$ cat src/rtl/uart_pkg.sv
// Shared UART definitions: frame constants, parity encoding, receiver FSM states.
package uart_pkg;

  localparam int UART_DATA_WIDTH = 8;
  localparam int PRESCALE_8      = 8;
  localparam int PRESCALE_16     = 16;
  localparam int PRESCALE_32     = 32;

  typedef enum logic {
    EVEN = 1'b0,
    ODD  = 1'b1
  } par_typ_e;

  typedef enum logic [2:0] {
    IDLE,
    START,
    DATA,
    PARITY,
    STOP
  } rx_state_e;

  typedef struct packed {
    logic     par_en;
    par_typ_e par_typ;
  } rx_cfg_t;

  function automatic logic maj3(input logic [2:0] s);
    return (s[0] & s[1]) | (s[0] & s[2]) | (s[1] & s[2]);
  endfunction

endpackage

$ cat src/rtl/uart_rx_sampler.sv
// Line synchroniser, per-bit edge counter and 3-sample mid-bit majority vote.
module uart_rx_sampler
  import uart_pkg::*;
#(
  parameter int PRESCALE_W = 6
) (
  input  logic                  clk,
  input  logic                  reset,
  input  logic                  rx_in,
  input  logic                  cnt_en,
  input  logic                  cnt_clr,
  input  logic [PRESCALE_W-1:0] prescale,
  output logic                  rx_s,
  output logic                  sampled_bit,
  output logic                  bit_done,
  output logic                  sample_rdy
);

  localparam logic [PRESCALE_W-1:0] ONE = PRESCALE_W'(1);
  localparam logic [PRESCALE_W-1:0] TWO = PRESCALE_W'(2);

  logic                  rx_meta;
  logic [PRESCALE_W-1:0] edge_cnt;
  logic [PRESCALE_W-1:0] half;
  logic [2:0]            smp;

  assign half        = prescale >> 1;
  assign bit_done    = (edge_cnt == prescale - ONE);
  assign sample_rdy  = (edge_cnt == half + TWO);
  assign sampled_bit = maj3(smp);

  // Sync flops reset to the idle line level so reset never looks like a start bit.
  always_ff @(posedge clk or posedge reset) begin
    if (reset) begin
      rx_meta <= 1'b1;
      rx_s    <= 1'b1;
    end else begin
      rx_meta <= rx_in;
      rx_s    <= rx_meta;
    end
  end

  // Wrapping on bit_done bounds every bit to at most 2^PRESCALE_W clocks.
  always_ff @(posedge clk or posedge reset) begin
    if (reset)                              edge_cnt <= '0;
    else if (cnt_clr || !cnt_en || bit_done) edge_cnt <= '0;
    else                                    edge_cnt <= edge_cnt + ONE;
  end

  always_ff @(posedge clk or posedge reset) begin
    if (reset) begin
      smp <= 3'b111;
    end else begin
      if (edge_cnt == half - ONE) smp[0] <= rx_s;
      if (edge_cnt == half)       smp[1] <= rx_s;
      if (edge_cnt == half + ONE) smp[2] <= rx_s;
    end
  end

endmodule

$ cat src/rtl/uart_rx.sv
// UART receiver: start/data/parity/stop framing, error pulses, parallel byte output.
module uart_rx
  import uart_pkg::*;
#(
  parameter int DATA_WIDTH = UART_DATA_WIDTH,
  parameter int PRESCALE_W = 6
) (
  input  logic                  clk,
  input  logic                  reset,
  input  logic                  RX_IN,
  input  logic                  PAR_EN,
  input  logic                  PAR_TYP,
  input  logic [PRESCALE_W-1:0] Prescale,
  output logic [DATA_WIDTH-1:0] P_DATA,
  output logic                  Data_Valid,
  output logic                  PAR_ERR,
  output logic                  STP_ERR
);

  localparam int              BCW      = (DATA_WIDTH > 1) ? $clog2(DATA_WIDTH) : 1;
  localparam logic [BCW-1:0]  BIT_LAST = BCW'(DATA_WIDTH - 1);

  rx_state_e             state, next_state;
  logic                  rx_s, sampled_bit, bit_done, sample_rdy;
  logic                  armed, start_det, cnt_en, cnt_clr;
  logic [PRESCALE_W-1:0] prescale_q;
  rx_cfg_t               cfg_q;
  logic [DATA_WIDTH-1:0] shift, p_data_q;
  logic [BCW-1:0]        bit_cnt;
  logic                  par_bad;

  // The detect cycle itself is edge 0 of the start bit.
  assign start_det = (state == IDLE) && !rx_s && armed;
  assign cnt_en    = start_det || (state != IDLE);
  assign cnt_clr   = (state != IDLE) && (next_state == IDLE);

  uart_rx_sampler #(.PRESCALE_W(PRESCALE_W)) u_sampler (
    .clk         (clk),
    .reset       (reset),
    .rx_in       (RX_IN),
    .cnt_en      (cnt_en),
    .cnt_clr     (cnt_clr),
    .prescale    (prescale_q),
    .rx_s        (rx_s),
    .sampled_bit (sampled_bit),
    .bit_done    (bit_done),
    .sample_rdy  (sample_rdy)
  );

  always_ff @(posedge clk or posedge reset) begin
    if (reset) state <= IDLE;
    else       state <= next_state;
  end

  always_comb begin
    next_state = state;
    Data_Valid = 1'b0;
    PAR_ERR    = 1'b0;
    STP_ERR    = 1'b0;
    case (state)
      IDLE:   if (start_det) next_state = START;
      START: begin
        if (sample_rdy && sampled_bit) next_state = IDLE;
        else if (bit_done)             next_state = DATA;
      end
      DATA:   if (bit_done && bit_cnt == BIT_LAST) next_state = cfg_q.par_en ? PARITY : STOP;
      PARITY: if (bit_done) next_state = STOP;
      STOP: begin
        // Leave mid stop bit so a zero-gap start edge is still caught.
        if (sample_rdy) begin
          next_state = IDLE;
          Data_Valid = sampled_bit && !par_bad;
          STP_ERR    = !sampled_bit;
          PAR_ERR    = par_bad;
        end else if (bit_done) begin
          next_state = IDLE;
        end
      end
      default: next_state = IDLE;
    endcase
  end

  assign P_DATA = Data_Valid ? shift : p_data_q;

  always_ff @(posedge clk or posedge reset) begin
    if (reset) begin
      armed      <= 1'b0;
      prescale_q <= PRESCALE_W'(PRESCALE_8);
      cfg_q      <= '{par_en: 1'b0, par_typ: EVEN};
      shift      <= '0;
      bit_cnt    <= '0;
      par_bad    <= 1'b0;
      p_data_q   <= '0;
    end else begin
      // A stop error disarms until the line is seen high, so a break yields one error.
      if (STP_ERR)   armed <= 1'b0;
      else if (rx_s) armed <= 1'b1;
      if (start_det) begin
        prescale_q <= Prescale;
        cfg_q      <= '{par_en: PAR_EN, par_typ: par_typ_e'(PAR_TYP)};
        bit_cnt    <= '0;
        par_bad    <= 1'b0;
      end
      if (state == DATA) begin
        if (sample_rdy) shift   <= {sampled_bit, shift[DATA_WIDTH-1:1]};
        if (bit_done)   bit_cnt <= bit_cnt + BCW'(1);
      end
      if (state == PARITY && sample_rdy)
        par_bad <= sampled_bit ^ (^shift) ^ cfg_q.par_typ;
      if (Data_Valid) p_data_q <= shift;
    end
  end

endmodule

$ cat config.mk
export PLATFORM = sky130hd
export DESIGN_NAME = uart_rx
export DESIGN_NICKNAME = d
export VERILOG_FILES = /design/src/rtl/uart_pkg.sv /design/src/rtl/uart_rx_sampler.sv /design/src/rtl/uart_rx.sv
export SDC_FILE = /design/constraint.sdc
export NUM_CORES = 1
export LEC_CHECK = 0
export ABC_CLOCK_PERIOD_IN_PS = 3900
export CAP_MARGIN = 20
export CORE_ASPECT_RATIO = 1.25
export CORE_MARGIN = 2
export CORE_UTILIZATION = 53
export CTS_CLUSTER_SIZE = 16
export DETAILED_ROUTE_END_ITERATION = 12
export HOLD_SLACK_MARGIN = 0.05
export PLACE_DENSITY = 0.74
export SLEW_MARGIN = 20
export SYNTH_ARGS = -nofsm -noshare
export SYNTH_HDL_FRONTEND = slang
export SYNTH_HIERARCHICAL = 1
export SYNTH_SLANG_ARGS = --single-unit
export TNS_END_PERCENT = 5
$ cat constraint.sdc
create_clock -name clk -period 3.9 [get_ports clk]
set_input_delay 0.585 -clock clk [delete_from_list [all_inputs] [get_ports clk]]
set_output_delay 0.585 -clock clk [all_outputs]
set_load 0.005 [all_outputs]
==> flow_summary_export.csv, run 1 <==
group,metric,value,unit
yosys,netlist_area,0.00259,mm^2
placement,dpl.hpwl,3.45,mm
timing,relSlewSlack,55.1,%
setup_path,endpoint_kind,"primary output",
route,wl,4.70,mm
floorplanning,ios,22,
clocking,cts_max_path_buffers,2,
timing,rsz0062_at_grt,"no",
yosys,avgSynthCellArea,10.9,um^2
timing,min_period,3.79,ns
floorplanning,initial_utilization,54.8,%
layout,final_common_cell,"dfrtp_1",
yosys,yosys.area.top_type,"dfrtp_1",
yosys,ys_warn_count,6,
flow_run,maxCapViolations,0,
layout,fillCellCount,374,
global_routing,overflow,0,
clocking,clockRootBuffer,"clkbuf_8",
clocking,numCtsBuffers,5,
yosys,synthFlopType,"dfrtp_1",
power,comb_power_share,47.7,%
clocking,tritoncts,"yes",
layout,post-route-util,62.7,%
placement,post-place-ws,0.167,ns
timing,hold_violations,0,
power,ir_worst_vdd,0.403,mV
layout,multi_input_area,0.00142,mm^2
layout,diodes,0,
floorplanning,fp-row-count,28,
yosys,synth_fp_nets,258,
layout,ff_latch_area,0.00109,mm^2
global_routing,first_global_vias,1631,
power,clkPwrFrac,14.3,%
timing,fin_tns_setup,0,ns
placement,port_buffers,21,
route,antenna_left,0,
timing,maxSlewViolCount,0,
route,drtPass1Iterations,4,
clocking,htreeDepth,2,
yosys,synthCells,237,
power,p_int,1130,uW
setup_path,startpoint_type,"register",
layout,fin_nets,284,
yosys,synth-edff-count,0,
layout,area_growth,14.3,%
layout,drive_gt1_share,22.3,%
floorplanning,fp.dieW,66.6,um
power,netSwitchingPower,810,uW
setup_path,critPathKind,"register to primary output",
power,leakagePower,0.00135,uW
setup_path,required,3.31,ns
global_routing,grt_first_pass_wirelength,7.43,mm
timing,clock_skew,0.0107,ns
route,vias,1797,
clocking,cts_hold_buf,0,
route,drc_errors,0,
timing,max_freq,264,MHz
clocking,clkSlewWorstSetupHoldPaths,0.08,ns
timing,tightestPinTransition,0.671,ns
floorplanning,die_area,0.00547,mm^2
placement,gp_congestion,0.851,
power,swShare,41.7,%
yosys,synthArstFlopShare,100,%
layout,final_cell_mix,"dfrtp_1 (37), clkdlybuf4s50_1 (21), mux2_2 (17), xnor2_1 (17), nand3_1 (14)",
power,power.density,656,mW/mm^2
global_routing,antenna_found_initial,0,
timing,setup_ws,0.107,ns
status,outcome,"complete, no violations",
power,pwr-share-seq,37.9,%
power,power,1940,uW
clocking,clock_sinks,43,
route,drt_iter0_drc,109,
worst_hold_path,hp-class,"register to register",
setup_path,arrival,3.21,ns
timing,setup_viol,0,
clocking,clkLatencyLatePin,0.30,ns
yosys,ys_top_cells_by_area,"dfrtp_1 (36%), mux2_2 (7.4%), dfstp_2 (6.1%)",
yosys,synth_top_area_share,35.7,%
global_routing,grtUsageTotal,18.0,%
timing,fin_crit_sh,97.3,%
floorplanning,die_h,82.2,um
route,routed_via_density,5.55,
yosys,ys_types,51,
route,avgRoutedWirePerCell,14.5,um
setup_path,critPathMaxFanout,9,
yosys,synth-seq-cells,43,
yosys,seq_area_frac_synth,41.8,%
global_routing,grt_start_max_net_pins,33,
floorplanning,core_area,0.00473,mm^2
[kinds of logic after synthesis]
kind of cell / share of synthesized area (%)
simple gates: 15.5
flops: 41.8
xor+xnor: 11.6
compound gates: 8.64
mux: 12.9
buf+inv: 4.34
fa+ha+maj: 5.21
[metal layers]
metal | up-vias | global-route usage (%) | wire (um)
met5 | - | 0 | 0
met4 | 0 | 8.98 | 158
met3 | 14 | 3.39 | 121
met2 | 37 | 30.9 | 2380
met1 | 869 | 21.5 | 2040
li1 | 877 | - | -
[flip-flops by register name, indices dropped and copies added (netlist names)]
register and cells:
u_sampler/rx_s 1, u_sampler/edge_cnt 6, prescale_q 6, state 3, bit_cnt 3, cfg_q 2, u_sampler/smp 3, p_data_q 8
par_bad 1, shift 8, u_sampler/rx_meta 1, armed 1
[cells in the mapped netlist (3+ instances only)]
cell,number
dfrtp_1,37
mux2_2,17
xnor2_1,17
nand3_1,14
nand2_1,13
nor2_1,13
inv_1,12
xor2_1,11
ha_1,10
mux2_4,8
dfstp_2,6
o21ai_0,6
a21oi_1,5
nand2b_1,5
nor3_1,5
nor2b_1,4
buf_2,3
buf_6,3
nand4_1,3
[critical path: stages, from the launching register on]
cell	delay, ns
dfstp_4	0.68
inv_2	0.06
ha_1	0.28
xor2_1	0.14
nor3_1	0.20
and3_1	0.23
nand2_2	0.11
or3_4	0.45
mux2_4	0.33
clkdlybuf4s50_1	0.46
[power by group through the flow]
| stage | combinational (uW) | clock, uW | sequential (uW) |
|---|---|---|---|
| 2_1_floorplan | 821 | 0 | 656 |
| 3_3_place_gp | 888 | 0 | 748 |
| 3_5_place_dp | 903 | 0 | 750 |
| 4_1_cts | 908 | 290 | 741 |
| 5_1_grt | 1020 | 309 | 758 |
| 6_report | 928 | 278 | 738 |
[timing repair]
item / CTS / global route
endpoints found under the setup margin: 8 / 8
setup buffers: 0 / 1
gates cloned: 0 / 1
pin swaps: 0 / 1
resized for setup: 1 / 3
[final cells by class]
| type | count | share of cell area, % |
|---|---|---|
| clock buffers | 6 | 2.45 |
| clock inverters | 2 | 0.464 |
| inverters | 14 | 1.77 |
| multi-input cells | 173 | 47.7 |
| flip-flops and latches | 43 | 36.7 |
| well taps | 60 | 2.53 |
| repair buffers | 26 | 8.36 |
[through the flow]
stage / hold WS (ns) / instance area, um^2 / instances
2_1_floorplan: 0.345 / 2590 / 237
3_3_place_gp: 0.347 / 2850 / 314
3_5_place_dp: 0.347 / 2850 / 314
4_1_cts: 0.359 / 2940 / 322
5_1_grt: 0.368 / 2960 / 324
6_report: 0.358 / 2960 / 324
[worst paths after layout]
path / slack (ns) / cells past startpoint / startpoint / end
max: 0.11 / 9 / prescale_q[3] / P_DATA[4]
min: 0.36 / 0 / u_sampler/rx_meta / u_sampler/rx_s
max reg2reg: 0.82 / 14 / prescale_q[2] / u_sampler/edge_cnt[4]
min reg2reg: 0.36 / 0 / u_sampler/rx_meta / u_sampler/rx_s
max in group asynchronous: 2.86 / 3 / reset / prescale_q[3]
min in group asynchronous: 0.59 / 2 / reset / u_sampler/edge_cnt[1]
Note: power is estimated with default switching activity, not from simulation.
==> inputs of run 2 (changes only) <==
--- a/config.mk
+++ b/config.mk
@@ -8,7 +8,7 @@
 export ABC_CLOCK_PERIOD_IN_PS = 3900
 export CAP_MARGIN = 20
 export CORE_ASPECT_RATIO = 1.25
-export CORE_MARGIN = 2
+export CORE_MARGIN = 8
 export CORE_UTILIZATION = 53
 export CTS_CLUSTER_SIZE = 16
 export DETAILED_ROUTE_END_ITERATION = 12
==> run 2 against run 1 <==
Sequential power is 2% lower. Maximum frequency is 2.8% higher. Cell area is 1.6% higher. Critical endpoint unchanged. Highest routed layer unchanged.
==> flow_summary_export.csv, run 2 (synthesized netlist as in run 1, its figures left out) <==
group,metric,value,unit
floorplanning,ios,22,
route,vias,1799,
worst_hold_path,hp-class,"register to register",
route,drtPass1Iterations,4,
clocking,clkSlewWorstSetupHoldPaths,0.08,ns
timing,max_freq,271,MHz
power,p_int,1180,uW
layout,fin_nets,289,
route,routed_via_density,5.47,
placement,place_area,0.00286,mm^2
global_routing,grt_start_max_net_pins,33,
power,pwr-share-seq,35.9,%
layout,final_cell_mix,"dfrtp_1 (36), clkdlybuf4s50_1 (21), mux2_2 (17), xnor2_1 (17), nand3_1 (14)",
timing,clock_skew,0.0101,ns
floorplanning,fp.dieW,78.6,um
global_routing,grtUsageTotal,14.0,%
setup_path,arrival,3.11,ns
global_routing,first_global_vias,1737,
setup_path,startpoint_type,"register",
floorplanning,die_area,0.00740,mm^2
floorplanning,core_area,0.00473,mm^2
setup_path,cpMaxStageDelayCell,"dfstp_4",
timing,maxSlewViolCount,0,
floorplanning,fp-row-count,28,
layout,fillCellCount,382,
status,outcome,"complete, no violations",
power,swShare,41.0,%
timing,fin_tns_setup,0,ns
power,comb_power_share,49.3,%
timing,relSlewSlack,57.8,%
timing,min_period,3.69,ns
setup_path,timing.rr.start,"prescale_q[1]",
global_routing,grt_first_pass_wirelength,8.26,mm
setup_path,critPathMaxFanout,6,
setup_path,worst-path-buf-inv,2,
power,clkPwrFrac,14.8,%
route,antenna_left,0,
setup_path,crit_family,"simple AND/OR/NAND/NOR gates",
placement,gp_congestion,0.850,
clocking,cts_max_path_buffers,2,
power,power.density,665,mW/mm^2
setup_path,critPathLaunch,"prescale_q[3]",
timing,hold_violations,0,
flow_run,maxCapViolations,0,
layout,drive_gt1_share,24.5,%
placement,dpl.hpwl,3.70,mm
layout,final_common_cell,"dfrtp_1",
timing,setup_viol,0,
layout,final_area,0.00301,mm^2
floorplanning,die_h,94.2,um
layout,area_growth,16.2,%
placement,port_buffers,21,
setup_path,required,3.31,ns
route,drt_iter0_drc,108,
setup_path,endpoint_kind,"primary output",
timing,fin_crit_sh,94.6,%
timing,tightestPinTransition,0.632,ns
clocking,tritoncts,"yes",
power,netSwitchingPower,822,uW
power,leakagePower,0.00138,uW
layout,post-route-util,63.7,%
global_routing,antenna_found_initial,0,
timing,rsz0062_at_grt,"no",
setup_path,slowest_delay,0.65,ns
route,avgRoutedWirePerCell,15.4,um
setup_path,cp_cell_sequence,"inv_2 > ha_1 > xor2_1 > nor3_1 > and3_1 > nand2_2 > or3_4 > mux2_4 > clkdlybuf4s50_1",
clocking,numCtsBuffers,5,
floorplanning,initial_utilization,54.8,%
layout,diodes,0,
clocking,clock_sinks,43,
global_routing,overflow,0,
clocking,htreeDepth,2,
route,wl,5.06,mm
route,drc_errors,0,
power,ir_worst_vdd,0.356,mV
worst_hold_path,hold_path.startpoint,"u_sampler/rx_meta",
layout,reg_top3,"p_data_q (8), shift (8)",
clocking,clkLatencyLatePin,0.29,ns
setup_path,critPathKind,"register to primary output",
clocking,clockRootBuffer,"clkbuf_8",
==> run 2: repair_timing <==
action                     in CTS  in global routing
setup endpoints to repair       8                  8
buffers inserted                0                  5
resized for setup               1                  4
gates cloned                    0                  1
pin swaps                       0                  3
hold buffers                    0                  0
==> run 2: worst reg2reg max path, stage by stage, from the launching register on <==
cell       delay (ns)
dfrtp_1          0.45
inv_1            0.18
ha_1             0.29
inv_2            0.07
a2111oi_2        0.40
xnor2_1          0.19
nor3_1           0.21
buf_4            0.18
nor2b_1          0.26
nand4_1          0.12
a21oi_1          0.21
a21oi_1          0.06
inv_1            0.10
o311ai_4         0.15
nor2_1           0.14
==> run 2: final timing paths <==
path / slack [ns] / endpoint / depth (start not counted)
worst max-delay path: 0.21 / P_DATA[4] / 9
worst min-delay path: 0.36 / u_sampler/rx_s / 0
worst max register to register: 0.83 / u_sampler/edge_cnt[4] / 14
worst min register to register: 0.36 / u_sampler/rx_s / 0
max in group asynchronous: 2.87 / prescale_q[3] / 3
min in group asynchronous: 0.60 / u_sampler/edge_cnt[1] / 2
==> run 2: layout make-up <==
type	instances	area, um^2	share of cell area [%]
clock inverters	2	16.3	0.540
well taps	60	75.1	2.49
clock buffers	6	82.6	2.74
multi-input cells	173	1420	47.0
flip-flops and latches	43	1090	36.1
repair buffers	31	283	9.39
inverters	14	52.6	1.74
==> run 2: power by group through the flow <==
| stage | sequential, uW | combinational, uW | clock [uW] |
|---|---|---|---|
| floorplan | 656 | 821 | 0 |
| global placement | 738 | 908 | 0 |
| detailed placement | 738 | 926 | 0 |
| CTS | 731 | 931 | 307 |
| global route | 740 | 1090 | 328 |
| finish | 720 | 987 | 297 |
==> run 2: stage by stage <==
stage	setup slack (ns)	total power [uW]	hold slack [ns]	instances
after floorplan	0.852	1480	0.345	237
after global placement	0.299	1650	0.347	315
after detailed placement	0.226	1660	0.347	315
after CTS	0.0572	1970	0.360	323
after global routing	0.0350	2160	0.370	329
final	0.209	2000	0.359	329
==> run 2: routing by layer <==
layer  GRT usage, %  vias up  wire length, um
met1           15.4      857             2030
li1               -      891                -
met5              0        -                0
met2           24.7       39             2700
met4           7.43        0              138
met3           2.78       12              197
==> inputs of run 3 (changes only) <==
--- a/config.mk
+++ b/config.mk
@@ -9,14 +9,13 @@
 export CAP_MARGIN = 20
 export CORE_ASPECT_RATIO = 1.25
 export CORE_MARGIN = 8
-export CORE_UTILIZATION = 53
+export CORE_UTILIZATION = 49
 export CTS_CLUSTER_SIZE = 16
 export DETAILED_ROUTE_END_ITERATION = 12
 export HOLD_SLACK_MARGIN = 0.05
-export PLACE_DENSITY = 0.74
+export PLACE_DENSITY_LB_ADDON = 0.3
 export SLEW_MARGIN = 20
 export SYNTH_ARGS = -nofsm -noshare
 export SYNTH_HDL_FRONTEND = slang
-export SYNTH_HIERARCHICAL = 1
 export SYNTH_SLANG_ARGS = --single-unit
 export TNS_END_PERCENT = 5
==> run 3 against run 2 <==
First-iteration DRC count shrank 27%. Die area grew 5.1%. Highest routed layer unchanged. Area after synthesis shrank 1.8%. Flip-flop and latch count is the same.
==> flow_summary_export.csv, run 3 <==
group,metric,value,unit
status,outcome,"complete, no violations",
layout,fin_nets,288,
placement,gp_congestion,0.885,
timing,maxSlewViolCount,0,
layout,diodes,0,
yosys,ys_top_cells_by_count,"dfrtp_1 (37), nand2_1 (25), mux2_2 (19), xnor2_1 (17), nor2_1 (12)",
setup_path,arrival,3.12,ns
flow_run,maxCapViolations,0,
timing,tightestPinTransition,0.767,ns
worst_hold_path,hp-class,"register to register",
route,vias,1826,
yosys,synthCells,244,
setup_path,startpoint_type,"register",
layout,post-route-util,58.9,%
yosys,synth_compound_area_share,10.3,%
yosys,ys_top_cells_by_area,"dfrtp_1 (36%), mux2_2 (8.4%), dfstp_2 (6.2%)",
setup_path,required,3.31,ns
yosys,yosysMostFrequentCell,"dfrtp_1",
yosys,seq_area_frac_synth,42.6,%
placement,dpl.hpwl,3.77,mm
route,drc_errors,0,
timing,min_period,3.71,ns
clocking,cts_max_path_buffers,2,
yosys,synth-edff-count,0,
clocking,tritoncts,"yes",
route,routed_via_density,5.53,
yosys,synth_top_family_by_area,"simple AND/OR/NAND/NOR gates",
yosys,synth_top_area_share,36.4,%
yosys,yosys.area.top_type,"dfrtp_1",
clocking,cts_hold_buf,0,
yosys,synth-simple-area-share,17.8,%
power,power,2170,uW
route,wl,5.08,mm
clocking,clkLatencyLatePin,0.30,ns
yosys,synthArstFlopShare,100,%
clocking,clkSlewWorstSetupHoldPaths,0.08,ns
yosys,synth_fp_nets,265,
timing,max_freq,270,MHz
floorplanning,die_h,96.6,um
power,leakagePower,0.00126,uW
layout,fillCellCount,455,
power,power.density,731,mW/mm^2
global_routing,grt_start_max_net_pins,44,
layout,final_cell_mix,"dfrtp_1 (36), nand2_1 (25), clkdlybuf4s50_1 (21), mux2_2 (19), xnor2_1 (17)",
power,ir_worst_vdd,0.291,mV
route,drtPass1Iterations,4,
timing,fin_tns_setup,0,ns
yosys,ys_types,52,
layout,final_cell_count_no_fill,330,
yosys,synthXorXnorAreaFrac,10.9,%
clocking,clock_sinks,43,
timing,rsz0062_at_grt,"no",
route,drt_iter0_drc,79,
setup_path,critPathKind,"register to primary output",
yosys,avgSynthCellArea,10.4,um^2
floorplanning,fp-row-count,29,
timing,fin_crit_sh,95.1,%
layout,final_common_cell,"dfrtp_1",
setup_path,critPathMaxFanout,10,
yosys,ys_warn_count,0,
global_routing,first_global_vias,1868,
route,antenna_left,0,
placement,port_buffers,21,
global_routing,antenna_found_initial,0,
yosys,synthMuxAreaShare,10.4,%
floorplanning,initial_utilization,50.5,%
route,avgRoutedWirePerCell,15.4,um
yosys,synthAdderAreaFrac,4.91,%
yosys,synthFlopType,"dfrtp_1",
timing,hold_violations,0,
global_routing,grt_first_pass_wirelength,8.58,mm
floorplanning,core_area,0.00504,mm^2
clocking,clockRootBuffer,"clkbuf_8",
floorplanning,die_area,0.00777,mm^2
layout,reg_top3,"p_data_q (8), shift (8)",
timing,clock_skew,0.00562,ns
yosys,synth-seq-cells,43,
layout,drive_gt1_share,17.5,%
clocking,htreeDepth,2,
placement,placed_cells_incl_taps,321,
global_routing,grtUsageTotal,14.2,%
yosys,netlist_area,0.00255,mm^2
floorplanning,ios,22,
layout,area_growth,16.7,%
global_routing,overflow,0,
floorplanning,fp.dieW,80.5,um
timing,setup_viol,0,
clocking,numCtsBuffers,5,
timing,hold_slack,0.364,ns
timing,relSlewSlack,48.3,%
setup_path,endpoint_kind,"primary output",
-- run 3: cell families (layout without fill, tap and decap cells) --
logic type,after synthesis,in the layout
AO/OA/AOI/OAI,36,36
XOR/XNOR,30,30
adder cells (fa/ha/maj),10,10
buffers and inverters,19,43
multiplexers,24,24
AND/OR/NAND/NOR,82,82
flip-flops,43,43
-- run 3: final timing paths --
kind | start | end | slack [ns] | depth (start not counted)
setup / recovery | prescale_q[3] | P_DATA[2] | 0.19 | 9
min in group asynchronous | reset | p_data_q[7] | 0.71 | 3
max in group asynchronous | reset | prescale_q[2] | 2.81 | 3
hold / removal | u_sampler.rx_meta | u_sampler.rx_s | 0.36 | 0
hold reg to reg | u_sampler.rx_meta | u_sampler.rx_s | 0.36 | 0
setup reg to reg | prescale_q[1] | state[1] | 1.37 | 7
-- run 3: stage by stage --
stage          instance area (um^2)  setup slack, ns
3_5_place_dp                   2820            0.462
6_report                       2970            0.190
2_1_floorplan                  2550            0.741
5_1_grt                        2970           0.0188
3_3_place_gp                   2820            0.514
4_1_cts                        2960            0.116
-- run 3: repair_timing --
action	in CTS	in global routing
hold endpoints to repair	0	0
resized for setup	0	2
setup endpoints to repair	0	8
setup buffers	0	1
-- run 3: worst max-delay path, stage by stage, from the launching register on --
cell and delay (ns):
dfstp_2 0.61, inv_1 0.10, ha_1 0.29, xor2_1 0.17
nor3b_4 0.25, o211ai_4 0.16, nor4_4 0.25, buf_6 0.18
mux2_2 0.35, clkdlybuf4s50_1 0.45
-- run 3: per-layer routing --
layer  vias to the layer above  global-route usage [%]  routed length (um)  share of wire, %
li1                        895                       -                   -                 -
met1                       896                    15.8                2210                44
met2                        27                    25.6                2660                52
met3                         8                    2.87                 118               2.3
met4                         0                    5.78                  92               1.8
met5                         -                       0                   0                 0
-- run 3: area by class of cell --
class                      count  area (um^2)  area share, %
clock inverter                 3         67.6           2.27
inverter                      10         37.5           1.26
clock buffer                   5         68.8           2.32
tap                           62         77.6           2.61
timing repair buffer          25          244           8.21
sequential                    43         1080           36.5
multi-input combinational    182         1390           46.8
-- run 3: report_power, final --
group | leakage (uW) | total, uW | internal, uW | switching (uW)
Clock | 0.0000644 | 410 | 255 | 154
Sequential | 0.000548 | 774 | 569 | 205
Combinational | 0.000652 | 988 | 467 | 521
Total | 0.00126 | 2170 | 1290 | 880
